===== config.mk =====
export PLATFORM = sky130hd
export DESIGN_NAME = bmp_blit_engine
export DESIGN_NICKNAME = d
export VERILOG_FILES = /design/src/rtl/bmp_blit_engine.sv
export SDC_FILE = /design/constraint.sdc
export NUM_CORES = 1
export LEC_CHECK = 0
export CORE_ASPECT_RATIO = 1.2
export CORE_MARGIN = 8
export CORE_UTILIZATION = 35
export CTS_CLUSTER_DIAMETER = 50
export DETAILED_ROUTE_END_ITERATION = 12
export DONT_BUFFER_PORTS = 1
export GPL_ROUTABILITY_DRIVEN = 1
export PLACE_DENSITY_LB_ADDON = 0.12
export SETUP_SLACK_MARGIN = 0.05
export SKIP_CTS_REPAIR_TIMING = 1
export SLEW_MARGIN = 0
export SYNTH_ARGS = -nofsm -noshare
export SYNTH_HDL_FRONTEND = slang
export SYNTH_SLANG_ARGS = --single-unit

===== constraint.sdc =====
create_clock -name clk -period 5.6 [get_ports clk]
set_input_delay 0.84 -clock clk [delete_from_list [all_inputs] [get_ports clk]]
set_output_delay 0.84 -clock clk [all_outputs]
set_load 0.005 [all_outputs]

===== src/rtl/bmp_blit_engine.sv =====
`default_nettype none
// ============================================================================
// Module   : bmp_blit_engine
// Brief    : Copies a header-prefixed image from one of NUM_IMG ROMs into
//            linear video memory at (x,y). Screen-edge clipping is compiled in
//            with the BLIT_CLIP_EN macro.
// Revision : 1.0 - initial release
// ============================================================================
module bmp_blit_engine #(
  parameter int              PIX_W   = 6,
  parameter int              SCR_W   = 640,
  parameter int              SCR_H   = 480,
  parameter int              NUM_IMG = 4,
  localparam int             IMG_W   = (NUM_IMG > 1) ? $clog2(NUM_IMG) : 1,
  parameter int              ROM_AW  = 16,
  parameter int              WADDR_W = 19,
  parameter logic [PIX_W-1:0] TRANSP = 6'h24
) (
  input  logic               clk,
  input  logic               rst_n,
  input  logic               cmd_vld,
  output logic               cmd_rdy,
  input  logic               cmd_erase,
  input  logic [IMG_W-1:0]   cmd_img,
  input  logic [9:0]         cmd_x,
  input  logic [8:0]         cmd_y,
  input  logic [PIX_W-1:0]   cmd_color,
  output logic [IMG_W-1:0]   rom_sel,
  output logic [ROM_AW-1:0]  rom_addr,
  input  logic [PIX_W-1:0]   rom_rdata,
  output logic [WADDR_W-1:0] waddr,
  output logic [PIX_W-1:0]   wdata,
  output logic               we,
  output logic               done
);

  localparam logic [1:0] c_IDLE = 2'd0;
  localparam logic [1:0] c_HDR  = 2'd1;
  localparam logic [1:0] c_RUN  = 2'd2;
  localparam logic [1:0] c_DONE = 2'd3;

  logic [1:0]         r_state;
  logic [2:0]         r_hcnt;
  logic [9:0]         r_w;
  logic [9:0]         r_h;
  logic [9:0]         r_px;
  logic [9:0]         r_py;
  logic               r_erase;
  logic [PIX_W-1:0]   r_color;
  logic [9:0]         r_x;
  logic [8:0]         r_y;
  logic [IMG_W-1:0]   r_rom_sel;
  logic [ROM_AW-1:0]  r_rom_addr;
  logic [WADDR_W-1:0] r_waddr;
  logic [PIX_W-1:0]   r_wdata;
  logic               r_we;
  logic               r_done;
  logic               r_cmd_rdy;

  logic [9:0]         w_w_shift;
  logic [9:0]         w_h_shift;
  logic [10:0]        w_cx;
  logic [9:0]         w_cy;
  logic [WADDR_W-1:0] w_lin;
  logic               w_vis;
  logic               w_opaque;
  logic               w_eol;
  logic               w_last;

  // Header halves are shifted in one word at a time; the 10-bit register
  // performs the truncation of {hi,lo} for free.
  assign w_w_shift = (r_w << PIX_W) | 10'(rom_rdata);
  assign w_h_shift = (r_h << PIX_W) | 10'(rom_rdata);

  assign w_cx   = {1'b0, r_x} + {1'b0, r_px};
  assign w_cy   = {1'b0, r_y} + r_py;
  assign w_lin  = WADDR_W'(w_cy) * WADDR_W'(SCR_W) + WADDR_W'(w_cx);

`ifdef BLIT_CLIP_EN
  assign w_vis  = (int'(w_cx) < SCR_W) && (int'(w_cy) < SCR_H);
`else
  assign w_vis  = 1'b1;
`endif

  assign w_opaque = (rom_rdata != TRANSP);
  assign w_eol    = (r_px == r_w - 10'd1);
  assign w_last   = w_eol && (r_py == r_h - 10'd1);

  always_ff @(posedge clk or negedge rst_n) begin
    if (!rst_n) begin
      r_state    <= c_IDLE;
      r_hcnt     <= 3'd0;
      r_w        <= 10'd0;
      r_h        <= 10'd0;
      r_px       <= 10'd0;
      r_py       <= 10'd0;
      r_erase    <= 1'b0;
      r_color    <= '0;
      r_x        <= 10'd0;
      r_y        <= 9'd0;
      r_rom_sel  <= '0;
      r_rom_addr <= '0;
      r_waddr    <= '0;
      r_wdata    <= '0;
      r_we       <= 1'b0;
      r_done     <= 1'b0;
      r_cmd_rdy  <= 1'b1;
    end else begin
      r_we   <= 1'b0;
      r_done <= 1'b0;
      case (r_state)
        c_IDLE: begin
          if (cmd_vld && r_cmd_rdy) begin
            r_erase    <= cmd_erase;
            r_color    <= cmd_color;
            r_x        <= cmd_x;
            r_y        <= cmd_y;
            r_rom_sel  <= cmd_img;
            r_rom_addr <= '0;
            r_hcnt     <= 3'd0;
            r_w        <= 10'd0;
            r_h        <= 10'd0;
            r_cmd_rdy  <= 1'b0;
            r_state    <= c_HDR;
          end
        end
        c_HDR: begin
          // ROM data lags the address by one cycle, so word n lands at hcnt n+1.
          r_rom_addr <= r_rom_addr + ROM_AW'(1);
          r_hcnt     <= r_hcnt + 3'd1;
          case (r_hcnt)
            3'd1, 3'd2: r_w <= w_w_shift;
            3'd3:       r_h <= w_h_shift;
            3'd4: begin
              r_h     <= w_h_shift;
              r_px    <= 10'd0;
              r_py    <= 10'd0;
              r_state <= ((r_w == 10'd0) || (w_h_shift == 10'd0)) ? c_DONE : c_RUN;
            end
            default: ;
          endcase
        end
        c_RUN: begin
          r_rom_addr <= r_rom_addr + ROM_AW'(1);
          r_we       <= w_opaque && w_vis;
          r_waddr    <= w_lin;
          r_wdata    <= r_erase ? r_color : rom_rdata;
          if (w_eol) begin
            r_px <= 10'd0;
            r_py <= r_py + 10'd1;
          end else begin
            r_px <= r_px + 10'd1;
          end
          if (w_last) begin
            r_state <= c_DONE;
          end
        end
        c_DONE: begin
          r_done    <= 1'b1;
          r_cmd_rdy <= 1'b1;
          r_state   <= c_IDLE;
        end
        default: r_state <= c_IDLE;
      endcase
    end
  end

  assign cmd_rdy  = r_cmd_rdy;
  assign rom_sel  = r_rom_sel;
  assign rom_addr = r_rom_addr;
  assign waddr    = r_waddr;
  assign wdata    = r_wdata;
  assign we       = r_we;
  assign done     = r_done;

endmodule
`default_nettype wire


* Yosys cells after proc, flatten, opt, wreduce, memory -nomap -nowiden *
Index checks and enable logic that the tools add are counted.

storage, ports and cells
  logic and storage cells = 91
  output and inout bits = 46
  register bits after elaboration = 117
  input port bits = 37

cells by class
  equality and inequality tests = 16
  mux-type cells = 24
  bitwise logic cells = 2
  multipliers = 1
  reduce and logical (&&, ||, !) cells = 22
  $add $sub $neg = 9

operator list
  operator                                             count
  case mux 10 bit (2 select lines)                     4
  2-to-1 mux 10 bit                                    6
  case mux 16 bit (2 select lines)                     1
  adder 10 x 1 -> 10 bit (second input constant)       2
  == test 10 bit                                       2
  logical NOT 10 bit                                   2
  OR 10 x 6 -> 10 bit                                  2
  subtractor 10 x 1 -> 10 bit (second input constant)  2
  adder 19 x 11 -> 19 bit                              1
  adder 16 x 1 -> 16 bit (second input constant)       1
  2-to-1 mux 16 bit                                    1
  multiplier 10 x 3 -> 12 bit (second input constant)  1
  AND reduction 3 bit                                  4
  adder 10 x 10 -> 11 bit                              1
  adder 9 x 10 -> 10 bit                               1
  inequality test 2 bit (second input constant)        5
  AND reduction 2 bit                                  5
  case mux 2 bit (4 select lines)                      1
  nonzero test 2 bit                                   4
  == test 3 x 2 -> 1 bit (second input constant)       2
  2-to-1 mux 2 bit                                     3
  2-to-1 mux 6 bit                                     1
  inequality test 6 bit (second input constant)        1
  case mux 3 bit (2 select lines)                      1
  13 further kinds                                     20

* Longest topological paths before layout *
  word-level depth = 6
  depth in mapped cells = 19
  depth with buffers taken out = 19

* Worst setup path before layout *
No wires, ideal clock.

  path type = reg-to-reg
  start = register r_py[0]
  end = register r_waddr[18], in the netlist waddr[18]
  stages on the path, launching flop included = 20
  library setup time = 0.137 ns
  clock period less this slack = 3.962 ns
  path buffers = 0
  setup slack = 1.638 ns
  required time = 5.463 ns
  data arrival time = 3.825 ns
  cells stage by stage = dfrtp_1 ha_1 inv_1 fa_1 nor2b_1 o21ai_0 a21boi_0 o21ai_0 nand2b_1 xor2_1 ha_1 ha_1 o21ai_0 o21bai_1 a21oi_1 xor2_1 or3_1 nor3_1 xnor2_1 a21oi_1

between the ends
  word-level cells in the longest chain between the ends = 3

RTL lines
  element                      line  source
  from (decl)                  47    logic [9:0] r_py;
  from (signal assigned)       150   r_py <= r_py + 10'd1;
  adder 9 x 10 -> 10 bit       76    assign w_cy = {1'b0, r_y} + r_py;
  multiplier 10 x 3 -> 12 bit  77    assign w_lin = WADDR_W'(w_cy) * WADDR_W'(SCR_W) + WADDR_W'(w_cx);
  adder 19 x 11 -> 19 bit      77
  to (signal assigned)         146   r_waddr <= w_lin;
  to (decl)                    54    logic [WADDR_W-1:0] r_waddr;

No other way between the ends.
A chain may end at the register's enable or synchronous reset.

* Final worst setup path *
Same ends and word-level chain as after synthesis.

==> summary.txt <==
Outcome = finished clean
Slew HR = 20.9%
Nets = 843
Max stage delay on crit path = 450 ps
Layout cell share with drive strength beyond 1 = 10.9%
Grt total ovfl = 0
Number of flops mapped to enable cells by yosys = 0
Worst-Skew Late Latency = 410 ps
Post-synth ARST share = 100%
Critical path arrival = 4650 ps
Pins Over Slew Limit = 0
Period Utilization, post-route = 78.3%
Area share of the largest cell type after synthesis = 39.9%
Maxcap violations = 0
Die Y = 174 um
Total Negative Setup Slacks = 0 ps
Worst Skew = 5.67 ps
Post-synth top cells = dfrtp_1, nor2_1, nand2_1
Post-synthesis register bit count = 117
Worst setup SP type = flop
Dpl hpwl = 12700 um
Drt pass-1 iters = 4
Layout area overhead = 12.4%
Antenna cells = 0
Synth cell types = 58
Ys Warns = 0
# port buffers = 0
FF-to-FF Start = r_py[0]
DR vias/cell = 5.26
Num ports = 83
Routed wire length = 17500 um
TritonCTS Buffers = 17
Iteration-0 DRC Markers = 308
Crit. End Element = flop
Max rail drop VDD = 0.246 mV
Setup WS pre-CTS = 1220 ps
Max clock buf depth = 2
Cell Area, Synth = 7270 um2
Sinks on Clock Net = 117
Initial antenna violation count = 2
Critical Path Source = r_py[0]
Worst path required time = 5860 ps
Crit path cell chain = ha_1 -> inv_1 -> fa_1 -> nor2b_1 -> o21ai_0 -> a21boi_0 -> o21ai_0 -> nand2b_1 -> xor2_1 -> ha_1 -> ha_1 -> o21ai_0 -> o21bai_1 -> a21oi_1 -> xor2_1 -> or3_1 -> nor3_1 -> xnor2_1 -> a21oi_1
Worst-path fanout max = 6
Cells after Synth = 755
Crit path kind = reg -> reg
Avg Inst Size Synth = 9.63 um2
R2r endpoint = waddr[18]
RePlAce Congestion = 0.804
DRC Markers = 0
Clk slew on worst S/H paths = 60 ps
Area after DPL = 7510 um2
Die Area = 25700 um2
Total number of vias = 5395
Worst-margin pin slew = 1180 ps
Core area = 20300 um2
# setup viols final = 0
Largest net degree at the start of global routing = 118
H-tree Lvls = 4
Power density cells = 671 nW/um2
Setup ws final = 1210 ps
Starting Density = 35.8%
Most common cell in the netlist = dfrtp_1
Synth top area cells = dfrtp_1, ha_1, mux2_2
Ys flop type = dfrtp_1
Cell Rows = 57
Routed Antenna Nets = 0
Internal reg-to-reg setup slack = 1210 ps
Tmin final = 4390 ps
Average wire per standard cell = 17.1 um
Overall Power = 5.48 mW
R2R depth = 19
Final Hold Vio Count = 0
Root buffer selected by CTS = clkbuf_16
Sequential fraction of the synthesis area = 40.3%
Area leader, netlist = dfrtp_1
Lkg Pwr = 3.71 nW
CTS tree = yes
Chip width = 148 um
Syn Nets = 851
GRT Util Overall = 14.1%
Hold Crit Class = in -> async
Fmax = 228 MHz
Slowest-stage cell, CP = dfrtp_1
First-pass GRT wire length = 29100 um
RSZ-0062 raised after global routing = false
Design area = 8170 um2
Vias in the first global route = 5434
where the power goes:
part / total, mW / internal, mW / switching, mW
registers: 1.50 / 1.17 / 0.333
logic: 2.75 / 1.23 / 1.52
clock network: 1.23 / 0.807 / 0.422
per-layer routing:
| metal | GRT usage, % | part of all wire [%] | vias to the layer above |
|---|---|---|---|
| li1 | - | - | 2643 |
| met1 | 16.7 | 43 | 2620 |
| met2 | 23.8 | 50 | 107 |
| met3 | 4.75 | 5.7 | 21 |
| met4 | 3.75 | 1.1 | 4 |
| met5 | 0 | 0.13 | - |
critical path: cells and delay by family (launching register included):
family	cells	cell delay (ps)
AND/OR/NAND/NOR	4	890
adder cells (fa/ha/maj)	4	1250
XOR/XNOR	3	510
flip-flops	1	450
buffers and inverters	1	60
AO/OA/AOI/OAI	7	1080
through the flow:
stage | util, % | std cells | hold WS, ps
2_1_floorplan | - | 755 | 470
3_3_place_gp | 36.9 | 993 | 489
3_5_place_dp | 36.9 | 993 | 495
4_1_cts | 40.2 | 1025 | 107
5_1_grt | 40.2 | 1025 | 102
6_report | 40.2 | 1025 | 127
kinds of logic after synthesis:
group           share of synthesized area (%)
compound gates                           12.5
xor+xnor                                 8.93
fa+ha+maj                                10.9
buf+inv                                  3.63
flops                                    40.3
mux                                      8.12
simple gates                             15.6
state kept, by name, summed over array words and instances, names as in the netlist, 9 cells and up:
name      cells
r_px         10
r_y           9
waddr        19
rom_addr     16
r_w          10
r_x          10
r_py         10
r_h          10
cell type report:
class                           instances  area [um2]
Tap cell                              265         332
Fill cell                            2061       12200
Inverter                               42         158
Sequential cell                       117        2930
Clock buffer                           18         439
Timing Repair Buffer                    1        7.51
Clock inverter                         14         223
Multi-Input combinational cell        568        4080
layout by cell type, fill, tap and decap left out, types with 13 or more instances in the layout:
| cell | Yosys | final |
|---|---|---|
| mux2i_1 | 14 | 14 |
| nand2_1 | 58 | 58 |
| dfrtp_1 | 116 | 116 |
| clkbuf_16 | 0 | 17 |
| ha_1 | 53 | 52 |
| xnor2_1 | 31 | 31 |
| nand3_1 | 32 | 31 |
| o21ai_0 | 46 | 46 |
| nor2_1 | 68 | 68 |
| a21oi_1 | 37 | 37 |
| nor3_1 | 13 | 13 |
| mux2_2 | 40 | 40 |
| xor2_1 | 38 | 38 |
| and3_1 | 13 | 13 |
| inv_1 | 42 | 42 |
how the worst max path moves through the flow:
stage	end	slack, ps	depth (start not counted)
finish	waddr[18]	1210	19
global route	waddr[18]	790	19
CTS	waddr[18]	1180	19
detailed placement	waddr[18]	1220	19
global placement	waddr[18]	1350	19
floorplan	waddr[18]	1640	19
Note: power is estimated with default switching activity, not from simulation.
